File: src/rtl/kt_pkg.sv
// Definitions shared by the Knight's Tour host link: FSM states, response codes
// and the UART bit timing used by both ends of the serial link.
package kt_pkg;

  typedef enum logic [1:0] {
    IDLE,
    TX_HIGH,
    TX_LOW,
    WAIT_RESP
  } rc_state_t;

  localparam logic [7:0] ACK_RESP    = 8'hA5;
  localparam int         CLK_FREQ_HZ = 50_000_000;
  localparam int         BAUD_RATE   = 115_200;
  localparam int         BAUD_DIV    = CLK_FREQ_HZ / BAUD_RATE;

endpackage

File: src/rtl/remote_comm_uart.sv
// 8N1 UART transceiver. tx_done is sticky until the next trmt; rx_rdy is sticky
// until clr_rx_rdy or the start of the next incoming frame.
module remote_comm_uart
  import kt_pkg::*;
#(
  parameter int BAUD_CLKS = BAUD_DIV
) (
  input  logic       clk,
  input  logic       rst_n,
  input  logic       trmt,
  input  logic [7:0] tx_data,
  output logic       tx_done,
  output logic       TX,
  input  logic       RX,
  input  logic       clr_rx_rdy,
  output logic [7:0] rx_data,
  output logic       rx_rdy
);

  localparam int                CNT_W     = $clog2(BAUD_CLKS);
  localparam logic [CNT_W-1:0] BAUD_LAST = CNT_W'(BAUD_CLKS - 1);
  // Sync flops add two cycles, so start the first sample a little before mid-bit.
  localparam logic [CNT_W-1:0] RX_HALF   = CNT_W'(BAUD_CLKS / 2 - 2);

  logic [8:0]       r_tx_shift;
  logic [CNT_W-1:0] r_tx_baud;
  logic [3:0]       r_tx_bits;
  logic             r_tx_busy;
  logic             r_tx_done;

  always_ff @(posedge clk or negedge rst_n) begin
    if (!rst_n) begin
      r_tx_shift <= '1;
      r_tx_baud  <= '0;
      r_tx_bits  <= '0;
      r_tx_busy  <= 1'b0;
      r_tx_done  <= 1'b0;
    end else if (trmt) begin
      r_tx_shift <= {tx_data, 1'b0};
      r_tx_baud  <= '0;
      r_tx_bits  <= '0;
      r_tx_busy  <= 1'b1;
      r_tx_done  <= 1'b0;
    end else if (r_tx_busy) begin
      if (r_tx_baud == BAUD_LAST) begin
        r_tx_baud  <= '0;
        r_tx_shift <= {1'b1, r_tx_shift[8:1]};
        r_tx_bits  <= r_tx_bits + 4'd1;
        if (r_tx_bits == 4'd9) begin
          r_tx_busy <= 1'b0;
          r_tx_done <= 1'b1;
        end
      end else begin
        r_tx_baud <= r_tx_baud + CNT_W'(1);
      end
    end
  end

  assign TX      = r_tx_shift[0];
  assign tx_done = r_tx_done;

  logic             r_rx_sync1;
  logic             r_rx_sync2;
  logic             r_rx_busy;
  logic [CNT_W-1:0] r_rx_baud;
  logic [3:0]       r_rx_bits;
  logic [7:0]       r_rx_shift;
  logic             r_rx_rdy;

  // Sample index 0 is the start bit, 1..8 data (LSB first), 9 the stop bit.
  always_ff @(posedge clk or negedge rst_n) begin
    if (!rst_n) begin
      r_rx_sync1 <= 1'b1;
      r_rx_sync2 <= 1'b1;
      r_rx_busy  <= 1'b0;
      r_rx_baud  <= '0;
      r_rx_bits  <= '0;
      r_rx_shift <= '0;
      r_rx_rdy   <= 1'b0;
    end else begin
      r_rx_sync1 <= RX;
      r_rx_sync2 <= r_rx_sync1;
      if (clr_rx_rdy) r_rx_rdy <= 1'b0;
      if (!r_rx_busy) begin
        if (!r_rx_sync2) begin
          r_rx_busy <= 1'b1;
          r_rx_baud <= RX_HALF;
          r_rx_bits <= '0;
          r_rx_rdy  <= 1'b0;
        end
      end else if (r_rx_baud == '0) begin
        r_rx_baud <= BAUD_LAST;
        r_rx_bits <= r_rx_bits + 4'd1;
        if (r_rx_bits == 4'd9) begin
          r_rx_busy <= 1'b0;
          r_rx_rdy  <= 1'b1;
        end else if (r_rx_bits != 4'd0) begin
          r_rx_shift <= {r_rx_sync2, r_rx_shift[7:1]};
        end
      end else begin
        r_rx_baud <= r_rx_baud - CNT_W'(1);
      end
    end
  end

  assign rx_data = r_rx_shift;
  assign rx_rdy  = r_rx_rdy;

endmodule

File: src/rtl/remote_comm.sv
// Host-side command sender: ships a 16-bit command as two UART bytes (high first),
// then waits for a one-byte response under a watchdog.
module remote_comm
  import kt_pkg::*;
#(
  parameter int               TMO_W          = 24,
  parameter logic [TMO_W-1:0] TIMEOUT_CYCLES = TMO_W'(5_000_000),
  parameter int               BAUD_CLKS      = BAUD_DIV
) (
  input  logic        clk,
  input  logic        rst_n,
  input  logic [15:0] cmd,
  input  logic        snd_cmd,
  output logic        busy,
  output logic        cmd_snt,
  output logic [7:0]  resp,
  output logic        resp_rdy,
  output logic        timeout,
  output logic        TX,
  input  logic        RX
);

  rc_state_t        r_state, w_state_next;
  logic [15:0]      r_cmd;
  logic             r_lo_sel;
  logic             r_trmt;
  logic             r_tx_done_q;
  logic [7:0]       r_resp;
  logic             r_cmd_snt, r_resp_rdy, r_timeout;
  logic [TMO_W-1:0] r_cnt;

  logic       w_tx_done, w_rx_rdy, w_clr_rx_rdy, w_done_rise, w_terminal;
  logic [7:0] w_rx_data, w_tx_data;
  logic       w_accept, w_load_lo, w_sent, w_got_resp, w_expire;

  // Only a fresh rise counts: tx_done stays high from the previous byte until trmt.
  assign w_done_rise = w_tx_done & ~r_tx_done_q;
  assign w_terminal  = (r_cnt == TIMEOUT_CYCLES - TMO_W'(1));
  assign w_tx_data   = r_lo_sel ? r_cmd[7:0] : r_cmd[15:8];

  always_ff @(posedge clk or negedge rst_n) begin
    if (!rst_n) r_state <= IDLE;
    else        r_state <= w_state_next;
  end

  always_comb begin
    w_state_next = r_state;
    case (r_state)
      IDLE:      if (snd_cmd) w_state_next = TX_HIGH;
      TX_HIGH:   if (w_done_rise) w_state_next = TX_LOW;
      TX_LOW:    if (w_done_rise) w_state_next = WAIT_RESP;
      WAIT_RESP: if (w_rx_rdy || w_terminal) w_state_next = IDLE;
      default:   w_state_next = IDLE;
    endcase
  end

  always_comb begin
    w_accept     = 1'b0;
    w_load_lo    = 1'b0;
    w_sent       = 1'b0;
    w_got_resp   = 1'b0;
    w_expire     = 1'b0;
    w_clr_rx_rdy = 1'b0;
    case (r_state)
      IDLE: begin
        w_accept     = snd_cmd;
        w_clr_rx_rdy = w_rx_rdy;
      end
      TX_HIGH: w_load_lo = w_done_rise;
      TX_LOW:  w_sent    = w_done_rise;
      WAIT_RESP: begin
        w_got_resp   = w_rx_rdy;
        w_clr_rx_rdy = w_rx_rdy;
        w_expire     = w_terminal & ~w_rx_rdy;
      end
      default: ;
    endcase
  end

  always_ff @(posedge clk or negedge rst_n) begin
    if (!rst_n) begin
      r_cmd       <= '0;
      r_lo_sel    <= 1'b0;
      r_trmt      <= 1'b0;
      r_tx_done_q <= 1'b0;
      r_resp      <= '0;
      r_cmd_snt   <= 1'b0;
      r_resp_rdy  <= 1'b0;
      r_timeout   <= 1'b0;
      r_cnt       <= '0;
    end else begin
      r_tx_done_q <= w_tx_done;
      r_trmt      <= w_accept | w_load_lo;
      if (w_accept) begin
        r_cmd      <= cmd;
        r_lo_sel   <= 1'b0;
        r_cmd_snt  <= 1'b0;
        r_resp_rdy <= 1'b0;
        r_timeout  <= 1'b0;
      end
      if (w_load_lo) r_lo_sel <= 1'b1;
      if (w_sent) begin
        r_cmd_snt <= 1'b1;
        r_cnt     <= '0;
      end else if (r_state == WAIT_RESP) begin
        r_cnt <= r_cnt + TMO_W'(1);
      end
      if (w_got_resp) begin
        r_resp     <= w_rx_data;
        r_resp_rdy <= 1'b1;
      end
      if (w_expire) r_timeout <= 1'b1;
    end
  end

  assign busy     = (r_state != IDLE);
  assign cmd_snt  = r_cmd_snt;
  assign resp     = r_resp;
  assign resp_rdy = r_resp_rdy;
  assign timeout  = r_timeout;

  remote_comm_uart #(
    .BAUD_CLKS(BAUD_CLKS)
  ) iUART (
    .clk       (clk),
    .rst_n     (rst_n),
    .trmt      (r_trmt),
    .tx_data   (w_tx_data),
    .tx_done   (w_tx_done),
    .TX        (TX),
    .RX        (RX),
    .clr_rx_rdy(w_clr_rx_rdy),
    .rx_data   (w_rx_data),
    .rx_rdy    (w_rx_rdy)
  );

endmodule

File: config.mk
export PLATFORM = sky130hd
export DESIGN_NAME = remote_comm
export DESIGN_NICKNAME = d
export VERILOG_FILES = /design/src/rtl/kt_pkg.sv /design/src/rtl/remote_comm_uart.sv /design/src/rtl/remote_comm.sv
export SDC_FILE = /design/constraint.sdc
export NUM_CORES = 1
export LEC_CHECK = 0
export ABC_AREA = 1
export ABC_CLOCK_PERIOD_IN_PS = 1700
export CAP_MARGIN = 20
export CELL_PAD_IN_SITES_DETAIL_PLACEMENT = 1
export CELL_PAD_IN_SITES_GLOBAL_PLACEMENT = 1
export CORE_ASPECT_RATIO = 1.75
export CORE_MARGIN = 3
export CORE_UTILIZATION = 40
export CTS_CLUSTER_DIAMETER = 50
export DETAILED_ROUTE_END_ITERATION = 7
export GPL_TIMING_DRIVEN = 0
export HOLD_SLACK_MARGIN = 0.08
export PLACE_DENSITY_LB_ADDON = 0.1
export SLEW_MARGIN = 20
export SYNTH_ARGS = -nofsm -noshare
export SYNTH_HDL_FRONTEND = slang
export SYNTH_SLANG_ARGS = --single-unit
File: constraint.sdc
create_clock -name clk -period 1.7 [get_ports clk]
set_clock_uncertainty 0.15 [all_clocks]
set_input_delay 0.51 -clock clk [delete_from_list [all_inputs] [get_ports clk]]
set_output_delay 0.51 -clock clk [all_outputs]
set_load 0.01 [all_outputs]
==> impl_metrics.env, run 1 <==
export IMPL_cap_violations=0
export IMPL_ios=33
export IMPL_power_switching_mw=2.62
export IMPL_gp_congestion=0.785
export IMPL_numCtsBuffers=9
export IMPL_cts_clk_slew_worst_paths_ns=0.08
export IMPL_min_path_type="flip-flop to flip-flop"
export IMPL_grt_usage_pct=19.6
export IMPL_core_sq_mm=0.0126
export IMPL_synth_seq_cells=105
export IMPL_netlist_instances=653
export IMPL_antenna_cells=0
export IMPL_worstRegToRegCells=11
export IMPL_internal_power_mw=5.08
export IMPL_crit_type="flip-flop to primary output"
export IMPL_fin_cells=909
export IMPL_powerDensity_mw_per_mm2=1130
export IMPL_grt_pass1_vias=4868
export IMPL_combinationalPowerShare_pct=29.5
export IMPL_dp_hpwl_mm=9.93
export IMPL_p_sw_share_pct=34.0
export IMPL_drive_gt1_share_pct=22.3
export IMPL_rsz0062_at_grt="true"
export IMPL_syn_area_sq_mm=0.00523
export IMPL_drt_first_pass_iters=4
export IMPL_rows=54
export IMPL_rrSetupSlack_ns=-0.10
export IMPL_synth_warnings=0
export IMPL_p_clk_share_pct=27.2
export IMPL_avgSynthCellArea_sq_um=8.01
export IMPL_area_growth_pct=30.2
export IMPL_place_ws_ns=-0.423
export IMPL_vias=4565
export IMPL_clock_sinks=105
export IMPL_violations="negative setup slack"
export IMPL_fin_nets=770
export IMPL_antenna_left=0
export IMPL_hold_slack_ns=0.218
export IMPL_setup_violations_final=11
export IMPL_routed_wl_mm=14.1
export IMPL_fin_ws_ns=-0.128
export IMPL_yosysSeqAreaShare_pct=50.5
export IMPL_slew_limit_headroom_pct=70.6
export IMPL_worstSkewPairLatency_ns=0.35
export IMPL_slowest_delay_ns=0.41
export IMPL_port_buffers=32
export IMPL_drt_iter0_drc=141
export IMPL_dp_cells=854
export IMPL_seq_power_share_pct=43.3
export IMPL_max_freq_mhz=547
export IMPL_vdd_drop_max_mv=0.505
export IMPL_arrival_ns=1.17
export IMPL_cp_start_kind="flip-flop"
export IMPL_initial_core_util_pct=41.4
export IMPL_yosys_most_used_dff="dfrtp_1"
export IMPL_worst_path_buf_inv=3
export IMPL_status="complete, but fails checks"
export IMPL_htreeDepth=3
export IMPL_holdPathStages=0
export IMPL_cp_end_kind="primary output"
export IMPL_die_height_microns=157
export IMPL_layout_common_cells="nand2_1, dfrtp_1, nor2_1"
export IMPL_finalCriticalPeriod_ns=1.83
export IMPL_cts_root_buf="clkbuf_16"
export IMPL_period_share_pct=108
export IMPL_die_area_sq_mm=0.0145
export IMPL_grt_pass1_wl_mm=22.8
export IMPL_synth_edff_count=0
export IMPL_crit_cells=4
export IMPL_crit_family="flip-flops"
export IMPL_overflow=0
export IMPL_worst_pin_slew_ns=0.440
export IMPL_drc=0
export IMPL_avgRoutedWirePerCell_microns=15.6
export IMPL_drv_slew=0
export IMPL_antenna_found_initial=0
export IMPL_synth_cell_types=35
export IMPL_crit_fanout=3
export IMPL_grt_max_degree=80
export IMPL_path_cells="inv_2, ha_4, inv_4, buf_6"
export IMPL_crit_required_ns=1.04
export IMPL_final_hold_viol_count=0
export IMPL_final_util_pct=53.9
export IMPL_power_leakage_nw=3.27
export IMPL_mostFrequentLayoutCell="nand2_1"
export IMPL_clockBufferDepth=2
export IMPL_tritoncts="built"
export IMPL_slowest_stage="dfrtp_1"
export IMPL_vias_per_cell=5.02
export IMPL_die_w_microns=92.5
export IMPL_async_reset_ff_share_pct=100
export IMPL_synth_nets=687
-- power by group through the flow --
stage | clock, mW | combinational (mW) | sequential (mW)
2_1_floorplan | 0 | 1.13 | 3.28
3_3_place_gp | 0 | 1.56 | 3.35
3_5_place_dp | 0 | 1.66 | 3.37
4_1_cts | 2.16 | 1.85 | 3.32
5_1_grt | 2.23 | 2.58 | 3.39
6_report | 2.10 | 2.27 | 3.33
-- flip-flops by register name, summed over array words and instances (netlist names), 2 cells and up --
name,cells
r_cnt,24
r_cmd,16
iUART.r_rx_baud,9
iUART.r_tx_baud,9
iUART.r_tx_shift,9
iUART.rx_data,8
resp,8
iUART.r_rx_bits,4
iUART.r_tx_bits,4
r_state,2
-- cells in the mapped netlist, drive strengths merged (4+ instances only) --
| library cell | number | area (sq um) |
|---|---|---|
| nand3 | 34 | 170 |
| o21ai | 58 | 320 |
| a21oi | 21 | 105 |
| buf | 7 | 48.8 |
| nand4 | 14 | 87.6 |
| inv | 81 | 304 |
| o22ai | 4 | 25.0 |
| xor2 | 5 | 43.8 |
| nor2 | 87 | 364 |
| ha | 14 | 175 |
| dfrtp | 94 | 2350 |
| nor3 | 12 | 76.3 |
| dfstp | 11 | 289 |
| nand2 | 192 | 751 |
| clkbuf | 6 | 23.8 |
-- final timing paths --
kind                                       startpoint                              to
max                            r_state[0]$_DFFE_PN0P_                            busy
min                        iUART.r_rx_sync1$_DFF_PN1_      iUART.r_rx_sync2$_DFF_PN1_
max reg2reg                    r_state[0]$_DFFE_PN0P_           r_cnt[20]$_DFFE_PN0P_
min reg2reg                iUART.r_rx_sync1$_DFF_PN1_      iUART.r_rx_sync2$_DFF_PN1_
max in group asynchronous                       rst_n             resp[1]$_DFFE_PN0P_
min in group asynchronous                       rst_n  iUART.r_tx_baud[0]$_DFFE_PN0P_
-- timing repair --
item / CTS / global route
endpoints found under the hold margin: 24 / 0
gates cloned: 1 / 3
resized for setup: 76 / 73
pin swaps: 13 / 20
hold buffers: 1 / 0
buffers inserted: 16 / 20
setup endpoints to repair: 81 / 64
-- layout make-up --
class	count	area [sq um]
Clock buffer	10	239
Buffer	12	111
Multi-Input combinational cell	454	2520
Sequential cell	105	2640
Clock inverter	6	56.3
Inverter	82	317
Fill cell	1558	5820
Tap cell	168	210
Timing Repair Buffer	72	716
-- metal layers --
metal	global-route usage [%]	vias up	part of all wire (%)
met4	6.52	0	2.0
met1	21.0	2276	37
met3	2.30	20	1.3
met5	0	-	0
li1	-	2234	-
met2	38.9	35	60
-- logic make-up (layout without fill, tap and decap cells) --
group                    count (synthesis)  after routing  synth area share [%]
AND/OR/NAND/NOR                        341            342                  27.9
flip-flops                             105            105                  50.5
AO/OA/AOI/OAI                           90             90                  9.59
buffers and inverters                   95            182                  7.27
XOR/XNOR                                 7              7                  1.17
multiplexers                             1              1                 0.215
adder cells (fa/ha/maj)                 14             14                  3.35
-- per-stage QoR --
stage / total power, mW / cell area (sq um) / TNS (ns)
after floorplan: 4.41 / 5230 / 0
final: 7.70 / 6810 / -0.494
after global placement: 4.91 / 5760 / -427.66
after global routing: 8.20 / 6810 / -2.85
after detailed placement: 5.03 / 5790 / -9.46
after CTS: 7.33 / 6390 / -0.520
Power figures use the tool's default switching activity.
==> run 2, diff against run 1 <==
--- a/config.mk
+++ b/config.mk
@@ -15,9 +15,9 @@
 export CORE_UTILIZATION = 40
 export CTS_CLUSTER_DIAMETER = 50
 export DETAILED_ROUTE_END_ITERATION = 7
-export GPL_TIMING_DRIVEN = 0
+export GPL_TIMING_DRIVEN = 1
 export HOLD_SLACK_MARGIN = 0.08
-export PLACE_DENSITY_LB_ADDON = 0.1
+export PLACE_DENSITY = 0.75
 export SLEW_MARGIN = 20
 export SYNTH_ARGS = -nofsm -noshare
 export SYNTH_HDL_FRONTEND = slang
==> run 2 against run 1 <==
  * The flow still finishes with violations (negative setup slack)
  * Register-to-register slack better by 0.12 ns
  * Global-route usage is 0.58 points higher
  * Wire length is 5.2% higher
  * Final area is 0.88% lower
  * Highest routed layer unchanged
==> impl_metrics.env, run 2 (synthesis gave the netlist of run 1 again) <==
export IMPL_violations="negative setup slack"
export IMPL_clockBufferDepth=2
export IMPL_cts_clk_slew_worst_paths_ns=0.07
export IMPL_vias=4629
export IMPL_antenna_cells=0
export IMPL_drv_slew=0
export IMPL_numCtsBuffers=9
export IMPL_mostFrequentLayoutCell="nand2_1"
export IMPL_min_path_type="flip-flop to flip-flop"
export IMPL_htreeDepth=3
export IMPL_hold_slack_ns=0.207
export IMPL_startpoint="r_state[0]$_DFFE_PN0P_"
export IMPL_crit_required_ns=1.04
export IMPL_clock_sinks=105
export IMPL_status="complete, but fails checks"
export IMPL_slew_limit_headroom_pct=78.5
export IMPL_cp_start_kind="flip-flop"
export IMPL_dp_hpwl_mm=10.2
export IMPL_finalCriticalPeriod_ns=1.83
export IMPL_final_util_pct=53.4
export IMPL_drc=0
export IMPL_layout_common_cells="nand2_1, dfrtp_1, nor2_1"
export IMPL_drt_first_pass_iters=4
export IMPL_overflow=0
export IMPL_crit_fanout=2
export IMPL_core_sq_mm=0.0126
export IMPL_die_area_sq_mm=0.0145
export IMPL_tritoncts="built"
export IMPL_die_w_microns=92.5
export IMPL_vias_per_cell=5.09
export IMPL_antenna_found_initial=0
export IMPL_grt_max_degree=36
export IMPL_largest_reg_flops=24
export IMPL_worst_pin_slew_ns=0.322
export IMPL_port_buffers=32
export IMPL_setup_violations_final=1
export IMPL_fin_ws_ns=-0.130
export IMPL_rows=54
export IMPL_rr_startpoint="r_state[0]$_DFFE_PN0P_"
export IMPL_die_height_microns=157
export IMPL_grt_pass1_vias=5007
export IMPL_cap_violations=0
export IMPL_rsz0062_at_grt="true"
export IMPL_area_growth_pct=29.0
export IMPL_power_leakage_nw=3.26
export IMPL_vdd_drop_max_mv=0.561
export IMPL_largest_register="r_cnt"
export IMPL_grt_usage_pct=20.2
export IMPL_grt_pass1_wl_mm=23.5
export IMPL_avgRoutedWirePerCell_microns=16.4
export IMPL_top_regs="r_cnt x24, r_cmd x16"
export IMPL_final_hold_viol_count=0
export IMPL_routed_wl_mm=14.9
export IMPL_antenna_left=0
export IMPL_cp_end_kind="primary output"
export IMPL_fin_nets=771
export IMPL_cts_root_buf="clkbuf_16"
export IMPL_gp_congestion=0.847
export IMPL_max_freq_mhz=546
export IMPL_powerDensity_mw_per_mm2=1180
export IMPL_ios=33
export IMPL_hp_start="iUART.r_rx_sync1$_DFF_PN1_"
export IMPL_drt_iter0_drc=129
export IMPL_initial_core_util_pct=41.4
export IMPL_drive_gt1_share_pct=21.2
export IMPL_arrival_ns=1.17
export IMPL_period_share_pct=108
export IMPL_crit_type="flip-flop to primary output"
export IMPL_worstSkewPairLatency_ns=0.35
-- run 2: cell count changes in the layout (fill, tap and decap cells not counted), moves of 3 or more --
cell      before  now
buf_2          5    1
buf_4         29   42
buf_8          3    0
clkbuf_2       3    0
ha_2           3    0
nand2_4       12    9
nand3_1       29   32
nand3_2        4    1
nor2_2         7   10
-- run 2: area by class of cell --
type	instances	area (sq um)
Inverter	82	310
Tap cell	168	210
Timing Repair Buffer	84	797
Clock inverter	7	101
Fill cell	1528	5880
Multi-Input combinational cell	455	2460
Clock buffer	9	225
Sequential cell	105	2640
-- run 2: power breakdown --
| part | total, mW | switching, mW | leakage [nW] | internal (mW) |
|---|---|---|---|---|
| clock network | 2.28 | 0.977 | 0.153 | 1.30 |
| registers | 3.36 | 0.355 | 1.35 | 3.00 |
| logic | 2.33 | 1.28 | 1.76 | 1.05 |
-- run 2: worst max-delay path, stage by stage (launching register included) --
cell and delay [ns]:
dfrtp_1 0.41, inv_2 0.11, ha_4 0.14, inv_2 0.04, buf_6 0.11
-- run 2: metrics by stage --
stage | TNS, ns | power, mW | instances | setup slack, ns | cell area (sq um)
2_1_floorplan | 0 | 4.41 | 653 | 0.0838 | 5230
4_1_cts | -0.513 | 7.59 | 895 | -0.171 | 6390
5_1_grt | -1.57 | 8.45 | 910 | -0.171 | 6750
3_5_place_dp | -2.19 | 5.20 | 874 | -0.217 | 5980
6_report | -0.130 | 7.97 | 910 | -0.130 | 6750
3_3_place_gp | -0.540 | 5.05 | 874 | -0.167 | 5980
-- run 2: final timing paths --
check	end	slack (ns)	cells after the start
setup / recovery	busy	-0.13	4
setup reg to reg	r_state[1]$_DFFE_PN0P_	0.02	9
hold reg to reg	iUART.r_rx_sync2$_DFF_PN1_	0.21	0
hold / removal	iUART.r_rx_sync2$_DFF_PN1_	0.21	0
max in group asynchronous	iUART.r_tx_shift[8]$_DFFE_PN1P_	0.39	3
min in group asynchronous	r_trmt$_DFF_PN0_	0.45	2
-- run 2: per-layer routing --
metal	vias to the layer above	routed length [microns]	GRT usage, %
li1	2237	-	-
met1	2329	5410	21.3
met2	43	8920	40.0
met3	20	231	2.44
met4	0	327	7.51
met5	-	0	0
-- run 2: what timing repair did --
action                                 in CTS  in global routing
cloned                                      1                  3
setup buffers                               3                 12
hold buffers                                1                  0
endpoints found under the hold margin       8                  0
pin swaps                                   5                 17
setup endpoints to repair                  35                 63
resized for setup                          43                 67
==> run 3, diff against run 2 <==
--- a/config.mk
+++ b/config.mk
@@ -18,6 +18,7 @@
 export GPL_TIMING_DRIVEN = 1
 export HOLD_SLACK_MARGIN = 0.08
 export PLACE_DENSITY = 0.75
+export REMOVE_ABC_BUFFERS = 1
 export SLEW_MARGIN = 20
 export SYNTH_ARGS = -nofsm -noshare
 export SYNTH_HDL_FRONTEND = slang
==> run 3 against run 2 <==
  * Sequential share of layout area shrank 0.49 points
  * Highest routed layer unchanged
  * Die area is the same
  * The run still ends with negative setup slack left
  * Clock power shrank 3%
  * Final area grew 1.4%
==> impl_metrics.env, run 3 (synthesis gave the netlist of run 1 again) <==
export IMPL_status="complete, but fails checks"
export IMPL_die_w_microns=92.5
export IMPL_crit_type="flip-flop to primary output"
export IMPL_core_sq_mm=0.0126
export IMPL_tritoncts="built"
export IMPL_crit_required_ns=1.04
export IMPL_overflow=0
export IMPL_grt_use_met1_pct=21.2
export IMPL_power_leakage_nw=3.30
export IMPL_rr_startpoint="iUART.r_rx_baud[0]$_DFFE_PN0P_"
export IMPL_grt_pass1_wl_mm=24.3
export IMPL_antenna_cells=0
export IMPL_crit_fanout=2
export IMPL_combinationalPowerShare_pct=30.0
export IMPL_htreeDepth=3
export IMPL_slew_limit_headroom_pct=79.4
export IMPL_die_area_sq_mm=0.0145
export IMPL_grtUsageMet3_pct=2.97
export IMPL_period_share_pct=107
export IMPL_use_met2_pct=42.5
export IMPL_fin_nets=779
export IMPL_power_switching_mw=2.76
export IMPL_final_hold_viol_count=0
export IMPL_finalCriticalPeriod_ns=1.81
export IMPL_avgRoutedWirePerCell_microns=16.7
export IMPL_grt_usage_pct=21.0
export IMPL_setup_violations_final=7
export IMPL_cp_start_kind="flip-flop"
export IMPL_drive_gt1_share_pct=25.2
export IMPL_path_cells="inv_2, ha_4, inv_4, buf_6"
export IMPL_drt_first_pass_iters=4
export IMPL_violations="negative setup slack"
export IMPL_slowest_delay_ns=0.40
export IMPL_seq_power_share_pct=42.3
export IMPL_min_path_type="flip-flop to flip-flop"
export IMPL_die_height_microns=157
export IMPL_p_sw_share_pct=34.4
export IMPL_largest_register="r_cnt"
export IMPL_antenna_found_initial=0
export IMPL_mostFrequentLayoutCell="nand2_1"
export IMPL_rsz0062_at_grt="true"
export IMPL_worstSkewPairLatency_ns=0.36
export IMPL_fin_cells=918
export IMPL_cp_end_kind="primary output"
export IMPL_ios=33
export IMPL_startpoint="r_state[1]$_DFFE_PN0P_"
export IMPL_area_growth_pct=30.8
export IMPL_cap_violations=0
export IMPL_top_regs="r_cnt x24, r_cmd x16"
export IMPL_arrival_ns=1.15
export IMPL_vias_per_cell=5.14
export IMPL_numCtsBuffers=9
export IMPL_clockBufferDepth=2
export IMPL_cts_root_buf="clkbuf_16"
export IMPL_slowest_stage="dfrtp_1"
export IMPL_p_clk_share_pct=27.7
export IMPL_worst_pin_slew_ns=0.309
export IMPL_hp_start="iUART.r_rx_sync1$_DFF_PN1_"
export IMPL_drc=0
export IMPL_drv_slew=0
export IMPL_antenna_left=0
export IMPL_gp_congestion=0.822
export IMPL_powerDensity_mw_per_mm2=1170
export IMPL_max_freq_mhz=552
export IMPL_grt_busiest_layer="met2"
export IMPL_cts_clk_slew_worst_paths_ns=0.08
export IMPL_stdcell_area_sq_mm=0.00684
export IMPL_rows=54
export IMPL_dp_hpwl_mm=10.1
export IMPL_dp_cells=876
export IMPL_fin_ws_ns=-0.111
export IMPL_largest_reg_flops=24
export IMPL_routed_wl_mm=15.3
export IMPL_vdd_drop_max_mv=0.564
export IMPL_dpl_instance_area_sq_mm=0.00603
export IMPL_port_buffers=32
export IMPL_clock_sinks=105
export IMPL_drt_iter0_drc=127
export IMPL_internal_power_mw=5.25
export IMPL_grt_pass1_vias=5198
export IMPL_vias=4720
export IMPL_layout_common_cells="nand2_1, dfrtp_1, nor2_1"
export IMPL_initial_core_util_pct=41.4
export IMPL_grt_max_degree=54
## run 3: cell count changes in the layout (fill, tap and decap cells not counted), sizes merged
| cell | before | now |
|---|---|---|
| dlygate4sd2 | 1 | 0 |
| clkdlybuf4s15 | 10 | 9 |
| bufinv | 2 | 1 |
| buf | 52 | 60 |
| clkinv | 2 | 1 |
| clkbuf | 11 | 13 |
| inv | 83 | 85 |
## run 3: cell type report
type / instances / area (sq um)
tap: 168 / 210
fill: 1547 / 5790
clock inverter: 7 / 85.1
inverter: 82 / 313
multi-input combinational: 455 / 2480
clock buffer: 9 / 225
timing repair buffer: 92 / 878
sequential: 105 / 2650
## run 3: through the flow
step / setup TNS (ns) / utilization (%) / hold slack, ns / setup WS [ns] / power (mW)
after floorplan: 0 / - / 0.0644 / 0.0669 / 4.35
after global placement: -0.444 / 47.8 / 0.197 / -0.159 / 5.06
after detailed placement: -1.59 / 47.8 / 0.207 / -0.272 / 5.24
after CTS: -0.103 / 51.2 / 0.218 / -0.0920 / 7.60
after global routing: -2.56 / 54.1 / 0.223 / -0.165 / 8.51
final: -0.177 / 54.1 / 0.219 / -0.111 / 8.01
## run 3: final timing paths
kind,endpoint,slack [ns],depth (start not counted)
max in group asynchronous,iUART.r_tx_shift[8]$_DFFE_PN1P_,0.44,3
worst min-delay path,iUART.r_rx_sync2$_DFF_PN1_,0.22,0
worst min register to register,iUART.r_rx_sync2$_DFF_PN1_,0.22,0
min in group asynchronous,r_cmd[8]$_DFFE_PN0P_,0.40,2
worst max register to register,iUART.rx_data[7]$_DFFE_PN0P_,-0.03,8
worst max-delay path,busy,-0.11,4
## run 3: routing by layer
layer  wire length, microns  vias to the layer above  part of all wire, %
met3                    234                       20                  1.5
met1                   5560                     2394                   36
met5                      0                        -                    0
li1                       -                     2258                    -
met2                   9250                       48                   60
met4                    277                        0                  1.8
## run 3: repair_timing
action,4_1_cts,5_1_grt
hold buffers,1,0
endpoints found under the hold margin,8,0
pin swaps,8,17
gates cloned,0,5
endpoints found under the setup margin,38,65
setup buffers,10,11
resized for setup,47,86
## run 3: power by group through the flow
stage / Sequential (mW) / Combinational, mW / Clock (mW)
finish: 3.39 / 2.40 / 2.22
detailed placement: 3.36 / 1.88 / 0
global placement: 3.33 / 1.74 / 0
CTS: 3.33 / 2.01 / 2.27
global route: 3.44 / 2.68 / 2.39
floorplan: 3.30 / 1.05 / 0
## run 3: critical path: cells and delay by family (launching register included)
family / cells / cell delay [ns]
adders and majority gates: 1 / 0.16
DFF: 1 / 0.40
buffers and inverters: 3 / 0.24
